--- config.mk ---
export PLATFORM = sky130hd
export DESIGN_NAME = multi_read_fifo
export DESIGN_NICKNAME = d
export VERILOG_FILES = /design/src/rtl/multi_read_fifo.sv
export SDC_FILE = /design/constraint.sdc
export NUM_CORES = 2
export LEC_CHECK = 0
export CAP_MARGIN = 30
export CORE_ASPECT_RATIO = 1.1
export CORE_MARGIN = 4
export CORE_UTILIZATION = 50
export CTS_CLUSTER_DIAMETER = 40
export DETAILED_ROUTE_END_ITERATION = 16
export PLACE_DENSITY = 0.7
export SYNTH_ARGS = -nofsm -noshare
export SYNTH_HDL_FRONTEND = slang
export SYNTH_SLANG_ARGS = --single-unit
--- constraint.sdc ---
create_clock -name clk -period 23.7 [get_ports clk]
set_input_delay 7.11 -clock clk [delete_from_list [all_inputs] [get_ports clk]]
set_output_delay 7.11 -clock clk [all_outputs]
set_load 0.02 [all_outputs]
--- src/rtl/multi_read_fifo.sv ---
// Single-write, multi-read FIFO with all-or-nothing lane grants and optional reset preload.
// Optional feature: define MULTI_READ_FIFO_ERR_EN to add the sticky dropped-write flag 'err'.
module multi_read_fifo #(
    parameter int DATA_WIDTH               = 32,
    parameter int ADDR_WIDTH               = 4,
    parameter int MAX_NUM_OF_READS_WIDTH   = 1,
    parameter int MAX_NUM_OF_READS         = 1 << MAX_NUM_OF_READS_WIDTH,
    parameter bit RESET_INITIAL_PUSH_EN    = 1'b1,
    parameter int RESET_INITIAL_PUSH_START = 0,
    parameter int RESET_INITIAL_PUSH_COUNT = 0
) (
    input  logic                        clk,
    input  logic                        reset,
    input  logic                        wr_en,
    input  logic [DATA_WIDTH-1:0]       wr_data,
    output logic                        full,
    input  logic [MAX_NUM_OF_READS-1:0] rd_en,
    output logic [DATA_WIDTH-1:0]       rd_data [MAX_NUM_OF_READS],
    output logic [MAX_NUM_OF_READS-1:0] rd_valid,
    output logic                        rd_grant,
    output logic                        empty,
    output logic                        next_empty,
`ifdef MULTI_READ_FIFO_ERR_EN
    output logic                        err,
`endif
    output logic [ADDR_WIDTH:0]         count
);

    localparam int DEPTH   = 1 << ADDR_WIDTH;
    localparam int PRELOAD = RESET_INITIAL_PUSH_EN ? RESET_INITIAL_PUSH_COUNT : 0;
    localparam logic [ADDR_WIDTH:0] DEPTH_C = (ADDR_WIDTH + 1)'(DEPTH);

    logic [DATA_WIDTH-1:0] mem_q [DEPTH];
    logic [ADDR_WIDTH-1:0] rd_ptr_q, rd_ptr_d;
    logic [ADDR_WIDTH-1:0] wr_ptr_q, wr_ptr_d;
    logic [ADDR_WIDTH:0]   fill_q, fill_d;
    logic [ADDR_WIDTH:0]   off_s [MAX_NUM_OF_READS];
    logic [ADDR_WIDTH:0]   num_reads_s;
    logic [ADDR_WIDTH:0]   reads_taken_s;
    logic [ADDR_WIDTH-1:0] idx_s;
    logic                  grant_s;
    logic                  wr_acc_s;

    // Lane compaction: each lane reads the entry at head plus the number of requesting lanes below it.
    always_comb begin
        num_reads_s = '0;
        idx_s       = '0;
        rd_valid    = '0;
        for (int i = 0; i < MAX_NUM_OF_READS; i++) begin
            off_s[i]    = num_reads_s;
            num_reads_s = num_reads_s + (ADDR_WIDTH + 1)'(rd_en[i]);
        end
        for (int i = 0; i < MAX_NUM_OF_READS; i++) begin
            idx_s       = rd_ptr_q + off_s[i][ADDR_WIDTH-1:0];
            rd_data[i]  = mem_q[idx_s];
            rd_valid[i] = (off_s[i] < fill_q);
        end
    end

    // Grant, write acceptance and next-state pointer/count arithmetic.
    always_comb begin
        grant_s       = (num_reads_s <= fill_q);
        reads_taken_s = grant_s ? num_reads_s : '0;
        // A full FIFO still accepts a push when the same cycle frees a slot.
        wr_acc_s      = wr_en && ((fill_q - reads_taken_s) < DEPTH_C);
        wr_ptr_d      = wr_ptr_q + ADDR_WIDTH'(wr_acc_s);
        rd_ptr_d      = rd_ptr_q + reads_taken_s[ADDR_WIDTH-1:0];
        fill_d        = fill_q + (ADDR_WIDTH + 1)'(wr_acc_s) - reads_taken_s;
    end

    // Storage, pointers and fill count; reset restores the preload image.
    always_ff @(posedge clk or posedge reset) begin
        if (reset) begin
            for (int i = 0; i < DEPTH; i++) begin
                mem_q[i] <= (i < PRELOAD) ? DATA_WIDTH'(RESET_INITIAL_PUSH_START + i) : '0;
            end
            rd_ptr_q <= '0;
            wr_ptr_q <= ADDR_WIDTH'(PRELOAD % DEPTH);
            fill_q   <= (ADDR_WIDTH + 1)'(PRELOAD);
        end else begin
            if (wr_acc_s) begin
                mem_q[wr_ptr_q] <= wr_data;
            end else begin
                mem_q[wr_ptr_q] <= mem_q[wr_ptr_q];
            end
            rd_ptr_q <= rd_ptr_d;
            wr_ptr_q <= wr_ptr_d;
            fill_q   <= fill_d;
        end
    end

`ifdef MULTI_READ_FIFO_ERR_EN
    logic err_q;

    // Sticky flag raised by any push that was refused.
    always_ff @(posedge clk or posedge reset) begin
        if (reset) begin
            err_q <= 1'b0;
        end else if (wr_en && !wr_acc_s) begin
            err_q <= 1'b1;
        end else begin
            err_q <= err_q;
        end
    end

    assign err = err_q;
`endif

    assign rd_grant   = grant_s;
    assign empty      = (fill_q == '0);
    assign full       = (fill_q == DEPTH_C);
    assign next_empty = (fill_d == '0);
    assign count      = fill_q;

endmodule

; ---- Word level (Yosys, flattened, before mapping)
; Index checks and enable logic that the tools add are counted.
[totals]
regBits = 525
in_bits = 37
out_inout_bits = 75
word_cells = 57
[op_classes]
addsub = 7
magnitude_cmp = 8
eq_ne = 1
mux = 15
n_bitwise = 3
reduce_logical = 4
[op_table]
columns = cell, n
row1 = bitwise mux 512 bit, 2
row2 = two-way mux 512 bit, 1
row3 = binary-select mux 32 bit (select 4 bit), 3
row4 = two-way mux 32 bit, 7
row5 = demux 32 bit (select 4 bit), 1
row6 = "greater-or-equal comparator 5 bit, second input constant", 3
row7 = NOT 4 -> 5 bit, 3
row8 = zero test 5 bit, 2
row9 = subtractor 5 x 2 -> 5 bit, 2
row10 = adder 4 x 1 -> 4 bit, 2
row11 = adder 5 x 1 -> 5 bit, 1
row12 = "equality test 5 bit, second input constant", 1
row13 = less-or-equal comparator 2 x 5 -> 1 bit, 1
row14 = less-than comparator 1 x 5 -> 1 bit, 1
row15 = "less-than comparator 1 x 5 -> 1 bit, first input constant", 1
row16 = "less-than comparator 5 x 1 -> 1 bit, second input constant", 1
row17 = "less-than comparator 5 bit, second input constant", 1
row18 = adder 4 x 2 -> 4 bit, 1
row19 = adder 1 x 1 -> 2 bit, 1
row20 = logical AND 1 bit, 2
row21 = two-way mux 2 bit, 1

; ---- Logic depth before layout (Yosys ltp)
[depth]
word_depth = 9
mapped_depth = 23

; ---- Worst setup path after synthesis
; No wires, ideal clock.
[synth_path]
kind = input to output
startpoint = input rd_en[0]
endpoint = output next_empty
arrival_ns = 11.513
slack_ns = 5.077
stages = 19
path_buffers = 2
cell_sequence = ha_1 > ha_1 > nor2b_1 > o211ai_1 > nand2_1 > ha_1 > o21ai_0 > and2_1 > o311ai_1 > buf_4 > buf_6 > inv_1 > ha_1 > inv_1 > ha_1 > fa_1 > xor2_1 > or3_1 > nor3_1
[synth_via]
elab_chain_cells = 9
[synth_lines]
columns = item, line
row1 = start: declaration, 17  ; input logic [MAX_NUM_OF_READS-1:0] rd_en,
row2 = adder 1 x 1 -> 2 bit *, 51  ; num_reads_s = num_reads_s + (ADDR_WIDTH + 1)'(rd_en[i]);
row3 = less-or-equal comparator 2 x 5 -> 1 bit *, 62  ; grant_s = (num_reads_s <= fill_q);
row4 = named net rd_grant, 20  ; output logic rd_grant,
row5 = two-way mux 2 bit *, 63  ; reads_taken_s = grant_s ? num_reads_s : '0;
row6 = subtractor 5 x 2 -> 5 bit, 65  ; wr_acc_s = wr_en && ((fill_q - reads_taken_s) < DEPTH_C);
row7 = less-than comparator 5 bit, 65
row8 = logical AND 1 bit, 65
row9 = adder 5 x 1 -> 5 bit, 68  ; fill_d = fill_q + (ADDR_WIDTH + 1)'(wr_acc_s) - reads_taken_s;
row10 = subtractor 5 x 2 -> 5 bit *, 68
row11 = named net fill_d[2], 36  ; logic [ADDR_WIDTH:0] fill_q, fill_d;
row12 = zero test 5 bit *, 112  ; assign next_empty = (fill_d == '0);
row13 = end: declaration, 22  ; output logic next_empty,
; Mark *: on every way through the listed nets, which the timed path passes. The rest lies on a longest branch.

; ---- Final worst setup path
[layout_path]
startpoint = input rd_en[0]
endpoint = output next_empty
[layout_via]
elab_chain_cells = 9
[layout_lines]
columns = item, line
row1 = adder 1 x 1 -> 2 bit *, 51
row2 = less-or-equal comparator 2 x 5 -> 1 bit, 62
row3 = two-way mux 2 bit *, 63
row4 = subtractor 5 x 2 -> 5 bit, 65
row5 = less-than comparator 5 bit, 65
row6 = logical AND 1 bit, 65
row7 = adder 5 x 1 -> 5 bit, 68
row8 = subtractor 5 x 2 -> 5 bit *, 68
row9 = named net fill_d[2], 36
row10 = zero test 5 bit *, 112
; Marks and branches as above.

==> summary.txt <==
Drt
  • DR WL/cell: 27.00 um
  • Vias: 22,200
  • DRT antenna net count: 0
  • Via-to-Cell Ratio: 6.708
  • DRT Wirelength: 89.38 mm
  • Drt drc: 0
  • DR pass1 iterations: 6
  • DRT iter0 DRCs: 2,161

Synth
  • Register area share after synthesis: 0.4326
  • Number of synthesized register bits: 525
  • Syn nets: 2,531
  • Number of synthesis warnings: 0
  • Synth area leaders: dfrtp_1 43%, mux4_2 33%, o21ai_0 8.3%, nand2_1 7.0%, clkbuf_1 2.3%
  • Post-synth cell types: 31
  • Mapped cell area: 30,370 um^2
  • Post-Syn Instances: 2,474
  • Largest area contributor in the netlist: dfrtp_1
  • Avg Inst Size Synth: 12.28 um^2
  • Synth top area share: 0.4326

STA
  • Minimum clock period: 20,020 ps
  • RSZ-0062 raised after global routing: false
  • Max frequency: 49.94 MHz
  • Max-slew violations: 0
  • Final setup fails: 0
  • Final hold vios: 0
  • Worst Clk Skew: 25.50 ps
  • Worst-Margin Slew: 1096 ps
  • Worst slew margin: 0.2483
  • Tcrit/Tclk final: 0.8449
  • Total Neg Setup Slack: 0 ps

Clock tree
  • Root Driver: clkbuf_16
  • Clk_lat worst skew: 630 ps
  • Clock sink count: 525
  • Post-CTS Setup Bufs: 0
  • Total CTS buffers: 78
  • Max clock buf depth: 3
  • Cts hold-fix bufs: 0
  • CTS H-tree lvls: 3
  • CTS tree: done
  • Clk pin slew, worst setup/hold paths: 60 ps
  • # resized after CTS: 0

Min path
  • Hold WC Path Type: reg -> reg

Floorplanning
  • Top-Level Pins: 112
  • Die footprint: 64,750 um^2
  • Vert. Die Dim: 266.5 um
  • Core outline area: 59,980 um^2
  • Core Rows: 94
  • Initial Util: 0.5063
  • Die W: 243.0 um

GRT
  • Antenna violations before repair: 0
  • Global-route wire length before repair: 138.8 mm
  • Vias in the first global route: 23,260
  • Largest net degree at the start of global routing: 164
  • Tot GR Track Use: 0.2803
  • Global route total overflow: 0

Placed design
  • Final HPWL DP: 50.11 mm
  • I/O Buffers: 111
  • Final GP Congestion: 0.8306

Critical path
  • Worst Path Required: 16,590 ps
  • Max FO, Critical Path: 34
  • CP endpoint kind: output pin
  • CP Class: in -> out
  • CP arrival: 12,910 ps
  • Worst setup SP type: input pin

Layout
  • Commonest non-fill, non-tap cell in the layout: nand2_1
  • Area grow syn2layout: 15.35%
  • Fill cells: 4,621
  • Layout cells sized above 1: 0.2680
  • Commonest non-fill, non-tap cells in the layout: 551 x nand2_1, 519 x dfrtp_1, 503 x o21ai_0, 448 x mux4_2, 111 x clkdlybuf4s50_1
  • Area of the multi-input gates: 16,320 um^2
  • Fin nets: 2,537
  • Sequential Area: 13,160 um^2

Flow run
  • Max-cap violations: 0

Status
  • Outcome: finished, final reports clean
-- cells in the mapped netlist --
master      n
nand2_1   563
dfrtp_1   525
o21ai_0   503
mux4_2    448
clkbuf_1  184
a22oi_1    64
mux2i_1    31
buf_1      29
buf_2      25
ha_1       18
inv_1      13
o21ai_1    10
buf_6       9
nand3_1     8
nor2_1      7
nor2b_1     6
xor2_1      5
xnor2_1     4
and2_1      3
a21o_1      2
a21oi_1     2
buf_4       2
fa_1        2
nand4_1     2
nor3_1      2
o211ai_1    2
mux2i_4     1
nand2b_1    1
nand4b_1    1
o311ai_1    1
or3_1       1
-- sequential cells by signal, indices dropped and copies added, names as in the netlist --
register  cells
count         5
mem_q       512
rd_ptr_q      4
wr_ptr_q      4
-- through the flow --
step	utilization	instances	hold WS (ps)	instance area [um^2]	setup WS, ps
final	0.5840	3310	517.5	35030	3676
after detailed placement	0.5355	3160	505.8	32120	3627
after global routing	0.5840	3309	544.6	35030	3220
after floorplan	-	2474	473.1	30370	1922
after CTS	0.5820	3301	515.6	34910	3618
after global placement	0.5319	3143	491.0	31910	3755
-- layout make-up --
type                    count  area share
clock buffers              92     0.06011
repair buffers            175     0.04993
flip-flops and latches    525      0.3756
diodes                      1  0.00007143
well taps                 768     0.02743
clock inverters            49     0.01954
multi-input cells        1687      0.4657
inverters                  13    0.001607
-- routing by layer --
metal,vias up,global-route usage,routed length [um]
met3,291,0.05837,8697
met1,11330,0.3518,31640
met5,-,0,0
met4,0,0.1342,4314
li1,9375,-,-
met2,1208,0.4715,44730
-- cells by family after synthesis --
kind of cell	share of synthesized area
DFF	0.4326
AOI/OAI and AO/OA	0.1020
and+or+nand+nor	0.07506
muxes	0.3432
xor gates and xnor gates	0.002595
adders and majority gates	0.008734
buffers and inverters	0.03588
-- worst max-delay path, cell delays in order --
cell,delay (ps)
clkdlybuf4s50_1,490
ha_1,260
ha_1,290
nor2b_1,130
o211ai_1,290
nand2_1,170
ha_1,360
o21ai_0,170
and2_1,210
o211ai_1,140
o311ai_4,110
buf_4,780
inv_1,110
ha_1,320
inv_1,40
ha_1,200
fa_1,460
xor2_1,170
or3_1,320
nor3_1,140
clkdlybuf4s50_1,630
-- final timing paths --
| path | slack [ps] | startpoint | cells past startpoint | end |
|---|---|---|---|---|
| setup reg to reg | 18780 | count[1] | 20 | count[4] |
| setup / recovery | 3680 | rd_en[0] | 21 | next_empty |
| min in group asynchronous | 7010 | reset | 2 | count[3] |
| max in group asynchronous | 14330 | reset | 4 | wr_ptr_q[1] |
| hold reg to reg | 520 | mem_q[414] | 2 | mem_q[414] |
| hold / removal | 520 | mem_q[414] | 2 | mem_q[414] |
Power is left out: the tool's default activity adds up to more than one toggle a clock period on the data nets, which glitch-free logic cannot reach.
